==> src/rtl/l1_servo_pkg.sv <==
// rtl/l1_servo_pkg.sv - shared types, default addresses and threshold step rule for the L1 threshold servo
package l1_servo_pkg;

  localparam int THRESH_BITS = 18;

  localparam logic [12:0] SCALER_BASE = 13'h0800;
  localparam logic [12:0] THRESH_BASE = 13'h0000;
  localparam logic [12:0] UPDATE_ADDR = 13'h1000;

  typedef logic [THRESH_BITS-1:0] thresh_t;

  typedef enum logic [2:0] {
    S_IDLE,
    S_RD_SCAL,
    S_CALC,
    S_WR_THR,
    S_NEXT,
    S_WR_UPD,
    S_ABORT
  } state_e;

  // Counts compare in 25 bits and threshold sums in THRESH_BITS+2 bits so no term can wrap.
  function automatic thresh_t servo_step(
    input thresh_t                thr,
    input logic [23:0]            cnt,
    input logic [23:0]            target,
    input logic [15:0]            band,
    input logic [THRESH_BITS+1:0] step,
    input thresh_t                tmin,
    input thresh_t                tmax
  );
    logic [24:0]            c25;
    logic [24:0]            t25;
    logic [24:0]            hi25;
    logic [24:0]            lo25;
    logic [THRESH_BITS+1:0] t_w;
    logic [THRESH_BITS+1:0] sum_w;
    logic [THRESH_BITS+1:0] diff_w;
    c25    = {1'b0, cnt};
    t25    = {1'b0, target};
    hi25   = t25 + {9'b0, band};
    lo25   = c25 + {9'b0, band};
    t_w    = {2'b0, thr};
    sum_w  = t_w + step;
    diff_w = t_w - step;
    servo_step = thr;
    if (c25 > hi25) begin
      servo_step = (sum_w > {2'b0, tmax}) ? tmax : sum_w[THRESH_BITS-1:0];
    end else if (lo25 < t25) begin
      servo_step = (t_w < ({2'b0, tmin} + step)) ? tmin : diff_w[THRESH_BITS-1:0];
    end
  endfunction

endpackage

==> src/rtl/l1_servo_wb_master.sv <==
// rtl/l1_servo_wb_master.sv - single-transaction Wishbone classic engine with ack timeout
module l1_servo_wb_master #(
  parameter int TIMEOUT = 255
) (
  input  logic        clk,
  input  logic        rst,
  input  logic        req,
  input  logic        we,
  input  logic [12:0] adr,
  input  logic [31:0] wdat,
  output logic        done,
  output logic        fail,
  output logic [31:0] rdat,
  output logic        wb_cyc_o,
  output logic        wb_stb_o,
  output logic        wb_we_o,
  output logic [12:0] wb_adr_o,
  output logic [31:0] wb_dat_o,
  input  logic [31:0] wb_dat_i,
  input  logic        wb_ack_i,
  input  logic        wb_err_i
);

  localparam int CW = $clog2(TIMEOUT + 1);

  logic          cyc_q, cyc_d;
  logic          we_q, we_d;
  logic [12:0]   adr_q, adr_d;
  logic [31:0]   dat_q, dat_d;
  logic [31:0]   rdat_q, rdat_d;
  logic          done_q, done_d;
  logic          fail_q, fail_d;
  logic [CW-1:0] cnt_q, cnt_d;

  // Requests are only accepted while the bus is idle; done/fail pulse in the cycle cyc drops.
  always_comb begin
    cyc_d  = cyc_q;
    we_d   = we_q;
    adr_d  = adr_q;
    dat_d  = dat_q;
    rdat_d = rdat_q;
    cnt_d  = cnt_q;
    done_d = 1'b0;
    fail_d = 1'b0;
    if (!cyc_q) begin
      if (req) begin
        cyc_d = 1'b1;
        we_d  = we;
        adr_d = adr;
        dat_d = wdat;
        cnt_d = '0;
      end
    end else if (wb_err_i) begin
      cyc_d  = 1'b0;
      fail_d = 1'b1;
    end else if (wb_ack_i) begin
      cyc_d  = 1'b0;
      done_d = 1'b1;
      if (!we_q) rdat_d = wb_dat_i;
    end else if (cnt_q == CW'(TIMEOUT - 1)) begin
      cyc_d  = 1'b0;
      fail_d = 1'b1;
    end else begin
      cnt_d = cnt_q + 1'b1;
    end
  end

  always_ff @(posedge clk or posedge rst) begin
    if (rst) begin
      cyc_q  <= 1'b0;
      we_q   <= 1'b0;
      adr_q  <= '0;
      dat_q  <= '0;
      rdat_q <= '0;
      cnt_q  <= '0;
      done_q <= 1'b0;
      fail_q <= 1'b0;
    end else begin
      cyc_q  <= cyc_d;
      we_q   <= we_d;
      adr_q  <= adr_d;
      dat_q  <= dat_d;
      rdat_q <= rdat_d;
      cnt_q  <= cnt_d;
      done_q <= done_d;
      fail_q <= fail_d;
    end
  end

  assign wb_cyc_o = cyc_q;
  assign wb_stb_o = cyc_q;
  assign wb_we_o  = we_q;
  assign wb_adr_o = adr_q;
  assign wb_dat_o = dat_q;
  assign rdat     = rdat_q;
  assign done     = done_q;
  assign fail     = fail_q;

endmodule

==> src/rtl/l1_threshold_servo.sv <==
// rtl/l1_threshold_servo.sv - per-pass read of beam scalers, threshold stepping, write-back and commit
module l1_threshold_servo
  import l1_servo_pkg::*;
#(
  parameter int          NBEAMS      = 2,
  parameter int          THRESH_BITS = l1_servo_pkg::THRESH_BITS,
  parameter thresh_t     INIT_THRESH = 18'd4000,
  parameter thresh_t     THRESH_MIN  = 18'd100,
  parameter thresh_t     THRESH_MAX  = 18'd262143,
  parameter int          STEP        = 16,
  parameter logic [12:0] SCALER_BASE = l1_servo_pkg::SCALER_BASE,
  parameter logic [12:0] THRESH_BASE = l1_servo_pkg::THRESH_BASE,
  parameter logic [12:0] UPDATE_ADDR = l1_servo_pkg::UPDATE_ADDR,
  parameter int          TIMEOUT     = 255
) (
  input  logic        wb_clk_i,
  input  logic        wb_rst_i,
  input  logic        enable_i,
  input  logic        count_done_i,
  input  logic [23:0] target_i,
  input  logic [15:0] deadband_i,
  output logic        m_wb_cyc_o,
  output logic        m_wb_stb_o,
  output logic        m_wb_we_o,
  output logic [12:0] m_wb_adr_o,
  output logic [31:0] m_wb_dat_o,
  output logic [3:0]  m_wb_sel_o,
  input  logic [31:0] m_wb_dat_i,
  input  logic        m_wb_ack_i,
  input  logic        m_wb_err_i,
  output logic        busy_o,
  output logic        error_o,
  output logic        overrun_o,
  output logic [15:0] pass_count_o
);

  localparam int BW = (NBEAMS > 1) ? $clog2(NBEAMS) : 1;
  localparam logic [THRESH_BITS+1:0] STEP_W = (THRESH_BITS + 2)'(STEP);

  state_e        state_q, state_d;
  logic [BW-1:0] b_q, b_d;
  logic          issued_q, issued_d;
  logic          pending_q, pending_d;
  logic          overrun_q, overrun_d;
  logic          error_q, error_d;
  logic          en_q;
  logic [15:0]   pass_q, pass_d;
  thresh_t       new_thr_q, new_thr_d;
  thresh_t       thr_q [NBEAMS];
  thresh_t       thr_d [NBEAMS];

  logic        req;
  logic        req_we;
  logic [12:0] req_adr;
  logic [31:0] req_wdat;
  logic        done;
  logic        fail;
  logic [31:0] rdat;
  logic [12:0] beam_ofs;
  logic        unused_rdat_hi;

  assign beam_ofs       = {{(11 - BW){1'b0}}, b_q, 2'b00};
  assign unused_rdat_hi = ^rdat[31:24];

  always_comb begin
    state_d   = state_q;
    b_d       = b_q;
    issued_d  = issued_q;
    pending_d = pending_q;
    overrun_d = overrun_q;
    error_d   = error_q;
    pass_d    = pass_q;
    new_thr_d = new_thr_q;
    thr_d     = thr_q;
    req       = 1'b0;
    req_we    = 1'b0;
    req_adr   = '0;
    req_wdat  = '0;

    if (enable_i && !en_q) error_d = 1'b0;

    case (state_q)
      S_IDLE: begin
        if (pending_q && enable_i) begin
          state_d   = S_RD_SCAL;
          b_d       = '0;
          pending_d = 1'b0;
        end
      end
      S_RD_SCAL: begin
        req     = !issued_q;
        req_adr = SCALER_BASE + beam_ofs;
        if (fail)      state_d = S_ABORT;
        else if (done) state_d = enable_i ? S_CALC : S_IDLE;
      end
      S_CALC: begin
        new_thr_d = servo_step(thr_q[b_q], rdat[23:0], target_i, deadband_i,
                               STEP_W, THRESH_MIN, THRESH_MAX);
        state_d   = enable_i ? S_WR_THR : S_IDLE;
      end
      S_WR_THR: begin
        req      = !issued_q;
        req_we   = 1'b1;
        req_adr  = THRESH_BASE + beam_ofs;
        req_wdat = {{(32 - THRESH_BITS){1'b0}}, new_thr_q};
        if (fail) begin
          state_d = S_ABORT;
        end else if (done) begin
          thr_d[b_q] = new_thr_q;
          state_d    = enable_i ? S_NEXT : S_IDLE;
        end
      end
      S_NEXT: begin
        if (!enable_i) begin
          state_d = S_IDLE;
        end else if (b_q == BW'(NBEAMS - 1)) begin
          state_d = S_WR_UPD;
        end else begin
          b_d     = b_q + 1'b1;
          state_d = S_RD_SCAL;
        end
      end
      S_WR_UPD: begin
        req      = !issued_q;
        req_we   = 1'b1;
        req_adr  = UPDATE_ADDR;
        req_wdat = 32'h1;
        if (fail) begin
          state_d = S_ABORT;
        end else if (done) begin
          pass_d  = pass_q + 1'b1;
          state_d = S_IDLE;
        end
      end
      S_ABORT: begin
        error_d = 1'b1;
        state_d = S_IDLE;
      end
      default: state_d = S_IDLE;
    endcase

    if (req) issued_d = 1'b1;
    if (done || fail) issued_d = 1'b0;

    // A pulse that finds one already waiting is dropped and flagged.
    if (count_done_i && enable_i) begin
      if (pending_q) overrun_d = 1'b1;
      else           pending_d = 1'b1;
    end
  end

  always_ff @(posedge wb_clk_i or posedge wb_rst_i) begin
    if (wb_rst_i) begin
      state_q   <= S_IDLE;
      b_q       <= '0;
      issued_q  <= 1'b0;
      pending_q <= 1'b0;
      overrun_q <= 1'b0;
      error_q   <= 1'b0;
      en_q      <= 1'b0;
      pass_q    <= '0;
      new_thr_q <= INIT_THRESH;
      for (int i = 0; i < NBEAMS; i++) thr_q[i] <= INIT_THRESH;
    end else begin
      state_q   <= state_d;
      b_q       <= b_d;
      issued_q  <= issued_d;
      pending_q <= pending_d;
      overrun_q <= overrun_d;
      error_q   <= error_d;
      en_q      <= enable_i;
      pass_q    <= pass_d;
      new_thr_q <= new_thr_d;
      thr_q     <= thr_d;
    end
  end

  l1_servo_wb_master #(
    .TIMEOUT(TIMEOUT)
  ) u_wb_master (
    .clk      (wb_clk_i),
    .rst      (wb_rst_i),
    .req      (req),
    .we       (req_we),
    .adr      (req_adr),
    .wdat     (req_wdat),
    .done     (done),
    .fail     (fail),
    .rdat     (rdat),
    .wb_cyc_o (m_wb_cyc_o),
    .wb_stb_o (m_wb_stb_o),
    .wb_we_o  (m_wb_we_o),
    .wb_adr_o (m_wb_adr_o),
    .wb_dat_o (m_wb_dat_o),
    .wb_dat_i (m_wb_dat_i),
    .wb_ack_i (m_wb_ack_i),
    .wb_err_i (m_wb_err_i)
  );

  assign m_wb_sel_o   = 4'hF;
  assign busy_o       = (state_q != S_IDLE);
  assign error_o      = error_q;
  assign overrun_o    = overrun_q;
  assign pass_count_o = pass_q;

endmodule

==> config.mk <==
export PLATFORM = sky130hd
export DESIGN_NAME = l1_threshold_servo
export DESIGN_NICKNAME = d
export VERILOG_FILES = /design/src/rtl/l1_servo_pkg.sv /design/src/rtl/l1_servo_wb_master.sv /design/src/rtl/l1_threshold_servo.sv
export SDC_FILE = /design/constraint.sdc
export NUM_CORES = 1
export LEC_CHECK = 0
export CELL_PAD_IN_SITES_DETAIL_PLACEMENT = 0
export CELL_PAD_IN_SITES_GLOBAL_PLACEMENT = 1
export CORE_MARGIN = 5
export CORE_UTILIZATION = 35
export DETAILED_ROUTE_END_ITERATION = 10
export HOLD_SLACK_MARGIN = 0.12
export PLACE_DENSITY_LB_ADDON = 0.1
export REMOVE_ABC_BUFFERS = 1
export SKIP_LAST_GASP = 1
export SYNTH_ARGS = -nofsm -noshare
export SYNTH_HDL_FRONTEND = slang
export SYNTH_SLANG_ARGS = --single-unit
==> constraint.sdc <==
create_clock -name wb_clk_i -period 7.2 [get_ports wb_clk_i]
set_input_delay 1.08 -clock wb_clk_i [delete_from_list [all_inputs] [get_ports wb_clk_i]]
set_output_delay 1.08 -clock wb_clk_i [all_outputs]
set_load 0.03 [all_outputs]
# == After elaboration in Yosys (flattened, before gate mapping) ==
# Index checks and enable logic that the tools add are counted.
# word_totals
regBits,160
inputBits,78
output_inout_bits,71
word_cells,132
# classes
add_sub_neg,8
magnitude_cmp,6
n_eq_ne,15
mux,56
bitwise,5
reduce_logical,23
# op_table
cell,n
two-way mux 18 bit,8
adder 24 x 16 -> 25 bit,2
two-way mux 8 bit,5
case mux 13 bit (3 select lines),1
bitwise mux 36 bit,1
case mux 18 bit (2 select lines),1
two-way mux 3 bit,10
greater-than comparator 24 x 25 -> 1 bit,1
less-than comparator 25 x 24 -> 1 bit,1
two-way mux 1 bit,25
"adder 18 x 5 -> 19 bit, second input constant",1
"greater-than comparator 19 x 18 -> 1 bit, second input constant",1
demux 18 bit (select 1 bit),1
"less-than comparator 18 x 7 -> 1 bit, second input constant",1
case mux 3 bit (6 select lines),1
"subtractor 18 x 5 -> 18 bit, second input constant",1
"adder 16 x 1 -> 16 bit, second input constant",1
"adder 12 x 3 -> 13 bit, first input constant",1
AND reduction 4 bit,3
"!= test 2 bit, second input constant",5
"equality test 3 bit, second input constant",3
"!= test 3 x 1 -> 1 bit, second input constant",3
AND reduction 3 bit,3
"adder 8 x 1 -> 8 bit, second input constant",1
other kinds (19),32

# == Longest topological paths before layout ==
# Gate-level depths: netlist of the first run.
# logic_depth
depth_word,8
ltp_mapped,21
depth_no_buf,20

# == By module ==
# Synthesis of the first run repeated with hierarchy kept, for this count alone.
# hier_totals
cells_unflattened,1172
area_unflattened_um2,11125.7
# by_module_without_submodules
mod,instances,cells_each,area_each_um2,seq_area_each_um2
l1_threshold_servo,1,847,7455.9,1999.4
l1_servo_wb_master,1,325,3669.8,2227.1

# == Least setup slack after synthesis of the first run ==
# Ideal clock, no wire load.
# synth_timing
path_kind,input to register
from,input deadband_i[5]
to,register new_thr_q[13]
setup_time_ps,123
arrival_ps,4891
required_time_ps,7077
path_slack_ps,2186
path_stages,18
path_buffers,1
cell_sequence,ha_1 a21o_1 or3_1 o21ai_1 nand2_1 a21o_1 a21oi_1 and3b_1 xor2_1 ha_1 and4_1 nand4_1 and4b_1 a21oi_1 and2_1 clkbuf_1 a31oi_1 o221a_2
# synth_between
elab_chain_len,4
elab_cells_between_ends,6
classes_between,add/sub (2); order compare (2); mux (2)
# synth_rtl
element,line_no,source
start: declaration,l1_threshold_servo.sv:21,"input logic [15:0] deadband_i,"
adder 24 x 16 -> 25 bit,l1_servo_pkg.sv:42,"lo25 = c25 + {9'b0, band};"
less-than comparator 25 x 24 -> 1 bit,l1_servo_pkg.sv:49,end else if (lo25 < t25) begin
two-way mux 18 bit,l1_servo_pkg.sv:49,
two-way mux 18 bit (*),l1_servo_pkg.sv:47,if (c25 > hi25) begin
end signal: assignment,l1_threshold_servo.sv:173,new_thr_q <= new_thr_d;
end: declaration,l1_threshold_servo.sv:48,"thresh_t new_thr_q, new_thr_d;"
# Every way passes the cells marked *; elsewhere a longest branch is shown, timed or not.
# A chain may end at the register's enable or synchronous reset.

# == Final worst setup path of the first run ==
# layout_timing
from,input target_i[0]
to,register new_thr_q[13]
# layout_between
elab_chain_len,3
elab_cells_between_ends,5
classes_between,add/sub (1); order compare (2); mux (2)
# layout_rtl
element,line_no,source
start: declaration,l1_threshold_servo.sv:20,"input logic [23:0] target_i,"
adder 24 x 16 -> 25 bit / less-than comparator 25 x 24 -> 1 bit (equally long branches),"l1_servo_pkg.sv:41, l1_servo_pkg.sv:49",
greater-than comparator 24 x 25 -> 1 bit / two-way mux 18 bit (equally long branches),"l1_servo_pkg.sv:47, l1_servo_pkg.sv:49",
two-way mux 18 bit (*),l1_servo_pkg.sv:47,
# Marks and branches as above.

==> results of run 1 <==
## per-layer routing
layer / up-vias / track usage, % / share of wire, %
li1: 3863 / - / -
met3: 18 / 2.955 / 4.5
met1: 3664 / 22.89 / 49
met2: 154 / 26.43 / 46
met5: - / 0 / 0
met4: 0 / 3.866 / 1.2
## final cells by class
cell class	instances	area [sq um]
repair buffers	120	1181
well taps	341	426.7
flip-flops and latches	136	3426
inverters	46	177.7
clock buffers	17	425.4
multi-input cells	816	5812
fillers	2677	15360
clock inverters	14	221.5
## report_power, final
part / internal, W / switching (W) / leakage [nW] / total [W]
clock: 0.000617 / 0.000357 / 0.318 / 0.000974
combinational: 0.00101 / 0.00130 / 3.34 / 0.00231
sequential: 0.00106 / 0.000283 / 1.71 / 0.00134
total: 0.00269 / 0.00194 / 5.37 / 0.00462
## worst max-delay path: stages
cell,delay (ns)
clkdlybuf4s50_1,0.42
ha_1,0.25
fa_1,0.43
a211oi_1,0.35
o21a_1,0.23
o21ai_1,0.18
a21oi_1,0.26
o21ai_0,0.25
xnor2_1,0.20
ha_1,0.31
nand4_1,0.16
nor3_1,0.52
o221ai_1,0.30
nand3_1,0.18
nand3_1,0.31
or3b_1,0.69
nand2b_1,0.24
o221a_2,0.12
## cells in the final DEF (no fill, tap or decap), types with 27 or more instances in the layout
master | synthesis | layout
mux2_2 | 65 | 65
dfrtp_1 | 118 | 118
clkdlybuf4s50_1 | 0 | 112
nand3_1 | 47 | 47
nand4_1 | 27 | 27
ha_1 | 85 | 85
a21oi_1 | 57 | 57
nand2_1 | 122 | 122
xnor2_1 | 46 | 46
conb_1 | 2 | 28
inv_1 | 46 | 45
o21ai_0 | 39 | 39
nor2_1 | 48 | 48
## registers in the layout, indices dropped and copies added (netlist names)
| register | count |
|---|---|
| u_wb_master.wb_dat_o | 18 |
| u_wb_master.wb_cyc_o | 1 |
| issued_q | 1 |
| u_wb_master.fail | 1 |
| b_q | 1 |
| overrun_o | 1 |
| u_wb_master.wb_adr_o | 3 |
| u_wb_master.cnt_q | 8 |
| thr_q | 36 |
| u_wb_master.rdat | 24 |
| u_wb_master.done | 1 |
| pass_count_o | 16 |
| new_thr_q | 18 |
| u_wb_master.wb_we_o | 1 |
| pending_q | 1 |
| state_q | 3 |
| en_q | 1 |
| error_o | 1 |
## worst paths after layout
check | cells after the start | slack (ns) | to | from
worst max register to register | 19 | 2.23 | new_thr_q[13] | u_wb_master.rdat[5]
min in group asynchronous | 2 | 1.14 | u_wb_master.rdat[3] | wb_rst_i
max in group asynchronous | 3 | 4.74 | u_wb_master.fail | wb_rst_i
worst min register to register | 2 | 0.46 | u_wb_master.wb_dat_o[9] | u_wb_master.wb_dat_o[9]
worst max-delay path | 18 | 1.03 | new_thr_q[13] | target_i[0]
worst min-delay path | 2 | 0.46 | u_wb_master.wb_dat_o[9] | u_wb_master.wb_dat_o[9]
## logic make-up (layout without fill, tap and decap cells)
family	count (synthesis)	in the layout	synth area share, %
mux	84	84	9.594
fa+ha+maj	87	87	11.44
compound gates	210	210	14.21
simple gates	338	338	17.49
xor+xnor	69	69	6.262
other cells	2	28	0.07782
buf+inv	104	197	5.432
flops	136	136	35.50
## stage by stage
step / utilization (%) / setup WS [ns] / cells / cell area, sq um
2_1_floorplan: - / 2.155 / 998 / 9397
3_3_place_gp: 40.79 / 0.7322 / 1459 / 11020
3_5_place_dp: 40.79 / 0.7182 / 1459 / 11020
4_1_cts: 43.18 / 1.118 / 1490 / 11670
5_1_grt: 43.18 / 0.6695 / 1490 / 11670
6_report: 43.18 / 1.026 / 1490 / 11670
==> impl_metrics.py, run 1 <==
metrics = {
    "outcome": {
        "status": "finished clean",
    },
    "synthesis": {
        "yosys_warnings": 0,
        "ys_ff_latch": 136,
        "synth_area_sq_um": 9651,
        "synthFlopType": "dfrtp_1",
        "syn_inst": 1030,
        "synthDistinctLibCells": 75,
        "avgSynthCellArea_sq_um": 9.369,
        "synth_most_common_cell": "nand2_1",
        "synth.area.top_cells": "dfrtp_1 31%, ha_1 11%, mux2_2 7.6%",
        "synth.largest_area_cell": "dfrtp_1",
        "synthTopCellsByCount": "122 x nand2_1, 118 x dfrtp_1, 85 x ha_1",
        "seq_area_frac_synth_pct": 35.50,
        "async_flop_share_pct": 100.0,
        "synth_edf_count": 0,
        "synth_top_area_share_pct": 30.60,
    },
    "die": {
        "num_rows": 60,
        "die-width_um": 176.1,
        "dieArea_sq_um": 30990,
        "ioPinCount": 149,
        "core_sq_um": 27030,
        "die_h_um": 176.1,
        "start_util_pct": 35.71,
    },
    "grt": {
        "first_global_vias": 7684,
        "overflow": 0,
        "grt_max_degree": 70,
        "grt_antenna_before_repair": 0,
        "grt_use_total_pct": 16.38,
        "grt_pass1_wl_um": 41160,
    },
    "placement": {
        "dp_hpwl_um": 18990,
        "gp_congestion": 0.8173,
        "io_buffers": 112,
    },
    "clock_tree": {
        "cts-buffers-inserted": 17,
        "cts_resized": 0,
        "cts-root-buf": "clkbuf_16",
        "cts_buffer_depth": 2,
        "clock_latency_ns": 0.42,
        "cts_setup_buffers": 0,
        "clk_pin_slew_ns": 0.06,
        "holdBufCountCts": 0,
        "numClockSinks": 136,
        "cts_max_level": 4,
        "cts_tree": "yes",
    },
    "power": {
        "power_density_nw_per_um2": 396.1,
        "irDropWorstVdd_uv": 182.6,
        "total_leakage_power_nw": 5.367,
        "fin_total_pwr_w": 0.004622,
    },
    "run": {
        "drv_cap": 0,
    },
    "timing": {
        "tightest_slew_ns": 1.155,
        "fmax_ghz": 0.1620,
        "slew_violations": 0,
        "finalCritPeriodShare_pct": 85.75,
        "finalHoldViolations": 0,
        "finClkSkew_ns": 0.009816,
        "fin_setup_tns_ns": 0,
        "slew_headroom_pct": 22.89,
        "whs_ns": 0.4640,
        "setup_viol": 0,
        "finalCriticalPeriod_ns": 6.174,
        "rsz0062_at_grt": "no",
    },
    "routing": {
        "vias": 7699,
        "avgRoutedWirePerCell_um": 17.02,
        "ant_nets": 0,
        "firstDrtPassIters": 4,
        "drt_iter0_drc": 397,
        "avgViaCountPerCell": 5.167,
        "totalWireLength_um": 25370,
        "drc": 0,
    },
    "setup_path": {
        "start_kind": "primary input",
        "critPathKind": "in -> reg",
        "worstPathArrival_ns": 6.47,
        "cp-end-kind": "register",
        "crit_required_ns": 7.50,
        "crit_fanout": 10,
    },
    "layout": {
        "layout-drive-gt1-share_pct": 12.27,
        "syn2layout_area_growth_pct": 20.93,
        "diodes": 0,
        "finalNetCount": 1302,
    },
    "worst_hold_path": {
        "hold_path.class": "reg -> reg",
    },
}
(Power assumes the default switching activity.)
==> run 2, diff against run 1 <==
--- a/config.mk
+++ b/config.mk
@@ -6,7 +6,7 @@
 export NUM_CORES = 1
 export LEC_CHECK = 0
 export CELL_PAD_IN_SITES_DETAIL_PLACEMENT = 0
-export CELL_PAD_IN_SITES_GLOBAL_PLACEMENT = 1
+export CELL_PAD_IN_SITES_GLOBAL_PLACEMENT = 2
 export CORE_MARGIN = 5
 export CORE_UTILIZATION = 35
 export DETAILED_ROUTE_END_ITERATION = 10
==> impl_metrics.py, run 2 (synthesis gave the netlist of run 1 again) <==
metrics = {
    "routing": {
        "vias": 7783,
        "top_layer_used": "met5",
        "totalWireLength_um": 25900,
        "firstDrtPassIters": 5,
        "met3_length_um": 1034,
        "wl_met1_um": 12780,
        "wl_met2_um": 11930,
        "avgRoutedWirePerCell_um": 17.36,
        "drt_iter0_drc": 356,
        "drc": 0,
        "ant_nets": 0,
        "avgViaCountPerCell": 5.216,
    },
    "timing": {
        "setup_viol": 0,
        "finalCritPeriodShare_pct": 84.50,
        "finClkSkew_ns": 0.01073,
        "whs_ns": 0.4649,
        "slew_headroom_pct": 21.64,
        "tightest_slew_ns": 1.174,
        "rsz0062_at_grt": "no",
        "fmax_ghz": 0.1644,
        "slew_violations": 0,
        "finalCriticalPeriod_ns": 6.084,
        "finalHoldViolations": 0,
        "fin_setup_tns_ns": 0,
    },
    "power": {
        "fin_total_pwr_w": 0.004620,
        "irDropWorstVdd_uv": 203.0,
        "p_switching_w": 0.001955,
        "clkPwrFrac_pct": 20.6,
        "total_leakage_power_nw": 5.364,
        "swShare_pct": 42.32,
        "pwr-share-seq_pct": 29.3,
        "p_int_w": 0.002665,
        "power_density_nw_per_um2": 396.0,
        "combPwrFrac_pct": 50.2,
    },
    "clock_tree": {
        "cts_max_level": 4,
        "cts_tree": "yes",
        "numClockSinks": 136,
        "cts-buffers-inserted": 17,
        "holdBufCountCts": 0,
        "cts_resized": 0,
        "cts_setup_buffers": 0,
        "clk_pin_slew_ns": 0.06,
        "clock_latency_ns": 0.42,
        "cts_buffer_depth": 2,
        "cts-root-buf": "clkbuf_16",
    },
    "die": {
        "num_rows": 60,
        "die_h_um": 176.1,
        "core_sq_um": 27030,
        "dieArea_sq_um": 30990,
        "ioPinCount": 149,
        "die-width_um": 176.1,
        "start_util_pct": 35.71,
    },
    "placement": {
        "io_buffers": 112,
        "gp_congestion": 0.8161,
        "dp_hpwl_um": 19510,
    },
    "layout": {
        "layout_common_cells": "122 x nand2_1, 118 x dfrtp_1, 112 x clkdlybuf4s50_1",
        "layout_commonest_cell": "nand2_1",
        "diodes": 0,
        "layout-drive-gt1-share_pct": 12.34,
        "top_register": "thr_q",
        "syn2layout_area_growth_pct": 20.89,
        "largest_reg_flops": 36,
        "finalNetCount": 1303,
    },
    "setup_path": {
        "crit_required_ns": 7.53,
        "cp-end-kind": "register",
        "reg2reg_depth": 19,
        "worstPathArrival_ns": 6.42,
        "reg2reg_from": "u_wb_master.rdat[5]",
        "crit_fanout": 10,
        "start_kind": "primary input",
        "crit_start": "deadband_i[3]",
        "critPathKind": "in -> reg",
    },
    "grt": {
        "grt_use_total_pct": 16.75,
        "grt_max_degree": 90,
        "overflow": 0,
        "grt_pass1_wl_um": 41930,
        "first_global_vias": 7715,
        "grt_antenna_before_repair": 1,
    },
    "run": {
        "drv_cap": 0,
    },
    "worst_hold_path": {
        "hold_depth": 1,
        "hp-start": "pass_count_o[15]",
        "hold_path.class": "reg -> reg",
    },
    "outcome": {
        "status": "finished clean",
    },
}
-- run 2: path summary, 6_finish.rpt --
path	to	slack, ns
worst max-delay path	new_thr_q[14]	1.12
worst min-delay path	pass_count_o[15]	0.46
worst max register to register	new_thr_q[13]	1.94
worst min register to register	pass_count_o[15]	0.46
max in group asynchronous	u_wb_master.wb_dat_o[5]	4.83
min in group asynchronous	u_wb_master.rdat[2]	1.22
-- run 2: final cells by class --
cell class,instances,area (sq um)
flip-flops and latches,136,3426
clock inverters,13,192.7
well taps,341,426.7
fillers,2711,15360
inverters,46,177.7
clock buffers,19,442.9
multi-input cells,816,5812
repair buffers,121,1189
-- run 2: worst max-delay path, cell delays in order --
cell             delay (ns)
clkdlybuf4s50_1        0.46
ha_1                   0.38
o21ai_0                0.15
o211ai_1               0.18
nand2_1                0.15
o21ai_0                0.44
a41oi_1                0.24
a21oi_1                0.37
nand4_1                0.18
xnor2_1                0.20
ha_1                   0.25
and3_1                 0.16
a221o_1                0.30
a221oi_1               0.51
a22oi_1                0.21
nand3_1                0.36
or3b_1                 0.47
o22ai_1                0.15
a21oi_1                0.17
-- run 2: per-stage QoR --
stage                     cell area, sq um  util, %  setup slack (ns)  std cells
after floorplan                       9397        -             2.155        998
after global placement               11030    40.81            0.7041       1460
after detailed placement             11030    40.81            0.7096       1460
after CTS                            11670    43.17             1.102       1492
after global routing                 11670    43.17            0.6253       1492
final                                11670    43.17             1.116       1492
-- run 2: power by group through the flow --
stage	registers (W)	logic, W	clock network, W
floorplan	0.00140	0.00155	0
detailed placement	0.00137	0.00232	0
global route	0.00140	0.00261	0.00101
CTS	0.00136	0.00234	0.000975
global placement	0.00137	0.00231	0
finish	0.00135	0.00232	0.000949
-- run 2: layer usage --
metal | vias to the layer above | global-route usage [%]
met1 | 3728 | 23.68
met5 | - | 0
li1 | 3877 | -
met2 | 160 | 27.07
met4 | 2 | 3.054
met3 | 16 | 3.169
